File: src/rtl/fetch_stage_if.sv
// Bundles the fetch stage's redirect, decode handshake, instruction-memory and IF/ID signals.
// The master modport is the fetch stage side.
interface fetch_stage_if;
    logic        redirect_valid;
    logic [31:0] redirect_pc;
    logic        id_ready;
    logic [31:0] imem_addr;
    logic [31:0] imem_instr;
    logic        if_id_valid;
    logic [31:0] if_id_instr;
    logic [31:0] if_id_pc;
    logic [31:0] if_id_pc4;
    logic        fetch_fault;

    modport master (
        input  redirect_valid, redirect_pc, id_ready, imem_instr,
        output imem_addr, if_id_valid, if_id_instr, if_id_pc, if_id_pc4, fetch_fault
    );

    modport slave (
        output redirect_valid, redirect_pc, id_ready, imem_instr,
        input  imem_addr, if_id_valid, if_id_instr, if_id_pc, if_id_pc4, fetch_fault
    );
endinterface

File: src/rtl/fetch_stage.sv
// RV32I instruction fetch: PC register, async instruction-memory address, one-entry IF/ID register.
// Optional FETCH_PERF_CNT_EN adds perf_fetch_cnt / perf_stall_cnt outputs.
module fetch_stage #(
    parameter logic [31:0] RESET_PC   = 32'h0000_0000,
    parameter int          IMEM_WORDS = 64
) (
    input  logic          clk,
    input  logic          reset,
    fetch_stage_if.master bus
`ifdef FETCH_PERF_CNT_EN
    ,
    output logic [31:0]   perf_fetch_cnt,
    output logic [31:0]   perf_stall_cnt
`endif
);

    localparam logic [0:0]  ST_RUN     = 1'b0;
    localparam logic [0:0]  ST_HALT    = 1'b1;
    localparam logic [31:0] NOP        = 32'h0000_0013;
    localparam logic [32:0] IMEM_LIMIT = 33'(IMEM_WORDS) * 33'd4;

    logic [0:0]  state;
    logic [31:0] pc_p0;
    logic        vld_p1;
    logic [31:0] instr_p1;
    logic [31:0] pc_p1;
    logic [31:0] pc4_p1;
    logic        fault;

    logic        running;
    logic        advance;
    logic        pc_legal;
    logic        target_legal;
    logic        capture;
    logic        stall;

    function automatic logic addr_legal(input logic [31:0] a);
        return (a[1:0] == 2'b00) && ({1'b0, a} < IMEM_LIMIT);
    endfunction

    always_comb begin
        running      = (state == ST_RUN);
        advance      = running && (!vld_p1 || bus.id_ready);
        pc_legal     = addr_legal(pc_p0);
        target_legal = addr_legal(bus.redirect_pc);
        capture      = advance && !bus.redirect_valid && pc_legal;
        stall        = running && vld_p1 && !bus.id_ready;
    end

    // Stage p0 -> p1: PC update and IF/ID capture
    always_ff @(posedge clk) begin
        if (reset) begin
            state    <= ST_RUN;
            pc_p0    <= RESET_PC;
            vld_p1   <= 1'b0;
            instr_p1 <= NOP;
            pc_p1    <= 32'h0;
            pc4_p1   <= 32'h0;
            fault    <= 1'b0;
        end else if (running) begin
            if (bus.redirect_valid) begin
                // Target is kept in pc_p0 even when illegal so the faulting address is visible.
                pc_p0  <= bus.redirect_pc;
                vld_p1 <= 1'b0;
                if (!target_legal) begin
                    fault <= 1'b1;
                    state <= ST_HALT;
                end
            end else if (advance) begin
                if (!pc_legal) begin
                    fault  <= 1'b1;
                    state  <= ST_HALT;
                    vld_p1 <= 1'b0;
                end else begin
                    instr_p1 <= bus.imem_instr;
                    pc_p1    <= pc_p0;
                    pc4_p1   <= pc_p0 + 32'd4;
                    vld_p1   <= 1'b1;
                    pc_p0    <= pc_p0 + 32'd4;
                end
            end
        end
    end

`ifdef FETCH_PERF_CNT_EN
    always_ff @(posedge clk) begin
        if (reset) begin
            perf_fetch_cnt <= 32'h0;
            perf_stall_cnt <= 32'h0;
        end else begin
            if (capture) perf_fetch_cnt <= perf_fetch_cnt + 32'd1;
            if (stall)   perf_stall_cnt <= perf_stall_cnt + 32'd1;
        end
    end
`else
    logic unused_perf;
    assign unused_perf = capture ^ stall;
`endif

    assign bus.imem_addr   = pc_p0;
    assign bus.if_id_valid = vld_p1;
    assign bus.if_id_instr = instr_p1;
    assign bus.if_id_pc    = pc_p1;
    assign bus.if_id_pc4   = pc4_p1;
    assign bus.fetch_fault = fault;

endmodule

File: src/flat_wrapper.sv
// flat-port wrapper written by rule: the top's interface ports become plain ports
module fetch_stage_flat 
#(
    parameter logic [31:0] RESET_PC   = 32'h0000_0000,
    parameter int          IMEM_WORDS = 64
)
  (clk, reset, bus_redirect_valid, bus_redirect_pc, bus_id_ready, bus_imem_instr, bus_imem_addr, bus_if_id_valid, bus_if_id_instr, bus_if_id_pc, bus_if_id_pc4, bus_fetch_fault);
  fetch_stage_if bus_i ();
  input  logic clk;
  input  logic reset;
  input wire logic [$bits(bus_i.redirect_valid)-1:0] bus_redirect_valid;
  input wire logic [$bits(bus_i.redirect_pc)-1:0] bus_redirect_pc;
  input wire logic [$bits(bus_i.id_ready)-1:0] bus_id_ready;
  input wire logic [$bits(bus_i.imem_instr)-1:0] bus_imem_instr;
  output wire logic [$bits(bus_i.imem_addr)-1:0] bus_imem_addr;
  output wire logic [$bits(bus_i.if_id_valid)-1:0] bus_if_id_valid;
  output wire logic [$bits(bus_i.if_id_instr)-1:0] bus_if_id_instr;
  output wire logic [$bits(bus_i.if_id_pc)-1:0] bus_if_id_pc;
  output wire logic [$bits(bus_i.if_id_pc4)-1:0] bus_if_id_pc4;
  output wire logic [$bits(bus_i.fetch_fault)-1:0] bus_fetch_fault;
  assign bus_i.redirect_valid = bus_redirect_valid;
  assign bus_i.redirect_pc = bus_redirect_pc;
  assign bus_i.id_ready = bus_id_ready;
  assign bus_i.imem_instr = bus_imem_instr;
  assign bus_imem_addr = bus_i.imem_addr;
  assign bus_if_id_valid = bus_i.if_id_valid;
  assign bus_if_id_instr = bus_i.if_id_instr;
  assign bus_if_id_pc = bus_i.if_id_pc;
  assign bus_if_id_pc4 = bus_i.if_id_pc4;
  assign bus_fetch_fault = bus_i.fetch_fault;
  fetch_stage #(.RESET_PC(RESET_PC), .IMEM_WORDS(IMEM_WORDS)) u_core (.clk(clk), .reset(reset), .bus(bus_i));
endmodule
File: config.mk
export PLATFORM = sky130hd
export DESIGN_NAME = fetch_stage_flat
export DESIGN_NICKNAME = d
export VERILOG_FILES = /design/src/rtl/fetch_stage_if.sv /design/src/rtl/fetch_stage.sv /design/src/flat_wrapper.sv
export SDC_FILE = /design/constraint.sdc
export NUM_CORES = 1
export LEC_CHECK = 0
export BUFFER_PORTS_ARGS = -buffer_cell sky130_fd_sc_hd__buf_2
export CAP_MARGIN = 20
export CORE_MARGIN = 2
export CORE_UTILIZATION = 44
export DETAILED_ROUTE_END_ITERATION = 16
export PLACE_DENSITY = 0.76
export SLEW_MARGIN = 20
export SYNTH_ARGS = -nofsm -noshare
export SYNTH_HDL_FRONTEND = slang
export SYNTH_SLANG_ARGS = --single-unit
File: constraint.sdc
create_clock -name clk -period 2.02 [get_ports clk]
set_input_delay 0.202 -clock clk [delete_from_list [all_inputs] [get_ports clk]]
set_output_delay 0.202 -clock clk [all_outputs]
set_load 0.02 [all_outputs]
==> flow_metrics.env <==
export IMPL_grt_pass1_vias=4552
export IMPL_drtPass1Iterations=7
export IMPL_clkTransAtPathRegs_ps=60
export IMPL_drc=0
export IMPL_ys_warn_count=0
export IMPL_worstReg2RegEnd="u_core.bus.imem_addr[2]"
export IMPL_drtAntennaViolNets=0
export IMPL_numCtsBuffers=17
export IMPL_slowest_stage="nor4_2"
export IMPL_async_flop_share=0
export IMPL_dpl_hpwl_um=10300
export IMPL_track_usage=0.235
export IMPL_hold_buffers=0
export IMPL_peakVddDrop_uv=576
export IMPL_insertedDiodeCount=0
export IMPL_cts_buffer_depth=2
export IMPL_synthFlopType="dfxtp_1"
export IMPL_maxSlewHeadroom=0.734
export IMPL_start_kind="register"
export IMPL_synth_enable_flop_cells=0
export IMPL_die_h_um=110
export IMPL_synth_area_leaders="dfxtp_1, mux2i_1, and2_1"
export IMPL_grtUsageMet3=0.0700
export IMPL_power_internal_mw=5.21
export IMPL_whs_endpoint="u_core.bus.if_id_instr[1]"
export IMPL_start_util=0.455
export IMPL_ys_types=49
export IMPL_met1_usage=0.287
export IMPL_power_density_nw_per_um2=1020
export IMPL_ff2ff_setup_slack_ps=50
export IMPL_area_delta_synth_final_pct=42.0
export IMPL_cts_sinks=129
export IMPL_tritoncts="built"
export IMPL_drt_total_wl_um=14300
export IMPL_synth_avg_cell_area_um2=9.60
export IMPL_fin_crit_ps=1970
export IMPL_holdCritStartpoint="bus_imem_instr[1]"
export IMPL_first_iter_violations=358
export IMPL_cp_max_fo=6
export IMPL_syn_area_um2=4970
export IMPL_grt_pass1_wl_um=22000
export IMPL_path_class="reg -> reg"
export IMPL_grt_start_max_net_pins=50
export IMPL_timing_max_cap_violations=0
export IMPL_hold_class="in -> reg"
export IMPL_endpoint_kind="register"
export IMPL_switchingPower_mw=1.99
export IMPL_gr_usage_met2=0.382
export IMPL_finalHoldViolations=0
export IMPL_instances_no_fill=900
export IMPL_gr_total_overflow=0
export IMPL_worstPathRequired_ps=2350
export IMPL_dieArea_um2=12200
export IMPL_coreArea_um2=10900
export IMPL_seq_area_frac_synth=0.519
export IMPL_dp_cells=868
export IMPL_max_stage_delay_ps=330
export IMPL_antenna_found_initial=0
export IMPL_synth_area_leader_cell="dfxtp_1"
export IMPL_worst_pin_slew_ps=394
export IMPL_pwr_share_clk=0.427
export IMPL_die_w_um=110
export IMPL_status="completed"
export IMPL_htree_levels=4
export IMPL_clock_skew_ps=8.12
export IMPL_io_pins=198
export IMPL_finish_utilization=0.646
export IMPL_synth_top_area_frac=0.519
export IMPL_crit_arrival_ps=2300
export IMPL_setup_violations=0
export IMPL_slew_viol_final=0
export IMPL_place_gp_congestion=0.942
export IMPL_p_leak_nw=3.20
export IMPL_nFillCells=886
export IMPL_grt_setup_unrepaired="yes"
export IMPL_r2r_start="u_core.bus.imem_addr[10]"
export IMPL_worstSetupStartpoint="u_core.bus.imem_addr[10]"
export IMPL_layout_drive_gt1_share=0.391
export IMPL_rows=38
export IMPL_seq_power_share=0.384
export IMPL_combPwrFrac=0.188
export IMPL_nets=817
export IMPL_postSynthCellCount=518
export IMPL_clkLatencyLatePin_ps=410
export IMPL_r2r_cells=6
export IMPL_path_cells="nor4_2 -> nand4_2 -> buf_4 -> o31a_1 -> or3_1 -> a31oi_1"
export IMPL_vias=4812
export IMPL_period_share=0.977
export IMPL_portBuffers=197
export IMPL_synth_nets=587
export IMPL_hold_depth=3
export IMPL_p_sw_frac=0.277
export IMPL_max_freq_ghz=0.507
export IMPL_cts_root_buffer_cell="clkbuf_16"
export IMPL_synth_seq_cells=129
export IMPL_grt_busiest_layer="met2"
export IMPL_wl_per_cell_um=15.9
export IMPL_viasPerCell=5.35
-- metal layers --
layer	part of all wire	up-vias
li1	-	2288
met1	0.41	2275
met2	0.48	218
met3	0.086	31
met4	0.027	0
met5	0	-
-- repair_timing --
item | 4_1_cts | 5_1_grt
setup buffers | 0 | 1
hold endpoints to repair | 0 | 0
resized for setup | 0 | 13
endpoints found under the setup margin | 0 | 113
-- layout by cell type (no fill, tap or decap), drive strengths merged, types with 2 or more instances in the layout --
cell      synthesis  routed
a211oi           10      10
a21oi            15      15
a221oi            2       2
a222oi            3       3
a22o              3       3
a22oi             8       8
a31oi             2       2
and2             49      49
buf              14     249
bufinv            0       3
clkbuf           24      18
clkinv            0       4
clkinvlp          0       4
dfxtp           129     129
inv               5       7
mux2i            46      46
nand2            33      33
nand2b            7       7
nand3            19      19
nand4             4       4
nor2             63      63
nor2b             3       3
nor3             12      12
nor4             19      19
nor4b             2       2
o21ai            10      10
o22ai             3       3
o31a              2       2
o31ai             7       7
o41ai             4       4
or3               4       4
xor2              3       3
-- cell usage after synthesis, drive strengths merged (2+ instances only) --
library cell / count
clkbuf: 24
nor4: 19
a211oi: 10
nor2b: 3
a31oi: 2
o31ai: 7
nand2b: 7
or3: 4
xor2: 3
a22oi: 8
mux2i: 46
dfxtp: 129
nand4: 4
nand2: 33
and2: 49
buf: 14
inv: 5
nand3: 19
a222oi: 3
a221oi: 2
nor3: 12
a21oi: 15
o21ai: 10
o22ai: 3
nor2: 63
nor4b: 2
o41ai: 4
o31a: 2
a22o: 3
-- critical path: cells and delay by family (launching register included) --
family,cells,cell delay (ps)
flip-flops,1,320
AND/OR/NAND/NOR,3,920
AO/OA/AOI/OAI,2,440
buffers and inverters,1,220
-- kinds of logic (layout without fill, tap and decap cells) --
family	count (synthesis)	in the layout	synth area share
and+or+nand+nor	221	221	0.234
DFF	129	129	0.519
AOI/OAI and AO/OA	74	74	0.106
muxes	46	46	0.0926
buffers and inverters	43	285	0.0382
xor gates and xnor gates	4	4	0.00705
adders and majority gates	1	1	0.00252
-- worst max-delay path by stage --
stage / end / cells after the start / slack, ps
6_report: u_core.bus.imem_addr[2] / 6 / 50
5_1_grt: u_core.bus.if_id_instr[15] / 7 / -10
4_1_cts: u_core.bus.if_id_instr[15] / 7 / 4
3_5_place_dp: u_core.bus.imem_addr[22] / 7 / 40
3_3_place_gp: u_core.bus.if_id_instr[1] / 7 / 70
2_1_floorplan: u_core.bus.if_id_pc4[21] / 7 / 30
-- flip-flops by register name, indices dropped and copies added (netlist names) --
name / count
u_core.bus.if_id_instr: 32
u_core.bus.if_id_valid: 1
u_core.bus.imem_addr: 32
u_core.bus.if_id_pc4: 32
u_core.bus.fetch_fault: 1
u_core.state: 1
u_core.bus.if_id_pc: 30
-- cell type report --
| class | count | area [um2] | area share |
|---|---|---|---|
| Clock inverter | 13 | 161 | 0.0229 |
| Clock buffer | 18 | 439 | 0.0622 |
| Multi-Input combinational cell | 346 | 2240 | 0.318 |
| Tap cell | 140 | 175 | 0.0248 |
| Timing Repair Buffer | 249 | 1440 | 0.204 |
| Sequential cell | 129 | 2580 | 0.366 |
| Inverter | 5 | 18.8 | 0.00266 |
-- power groups by stage --
stage | Sequential, mW | Combinational (mW) | Clock [mW]
2_1_floorplan | 2.99 | 0.612 | 0
3_5_place_dp | 2.82 | 1.30 | 0
4_1_cts | 2.76 | 1.32 | 3.12
5_1_grt | 2.78 | 1.47 | 3.24
6_report | 2.77 | 1.36 | 3.08
3_3_place_gp | 2.81 | 1.28 | 0
-- per-stage QoR --
stage          hold slack [ps]  power [mW]  setup slack [ps]  TNS, ps  cell area, um2
6_report                  28.5        7.21              46.2        0            7060
5_1_grt                   24.4        7.49             -9.74    -15.5            7060
4_1_cts                   14.5        7.20              3.85        0            7000
3_5_place_dp               431        4.12              37.9        0            6400
3_3_place_gp               420        4.09              74.0        0            6400
2_1_floorplan              330        3.60              32.6        0            4970
No activity file was read; power rests on OpenSTA's default activity.
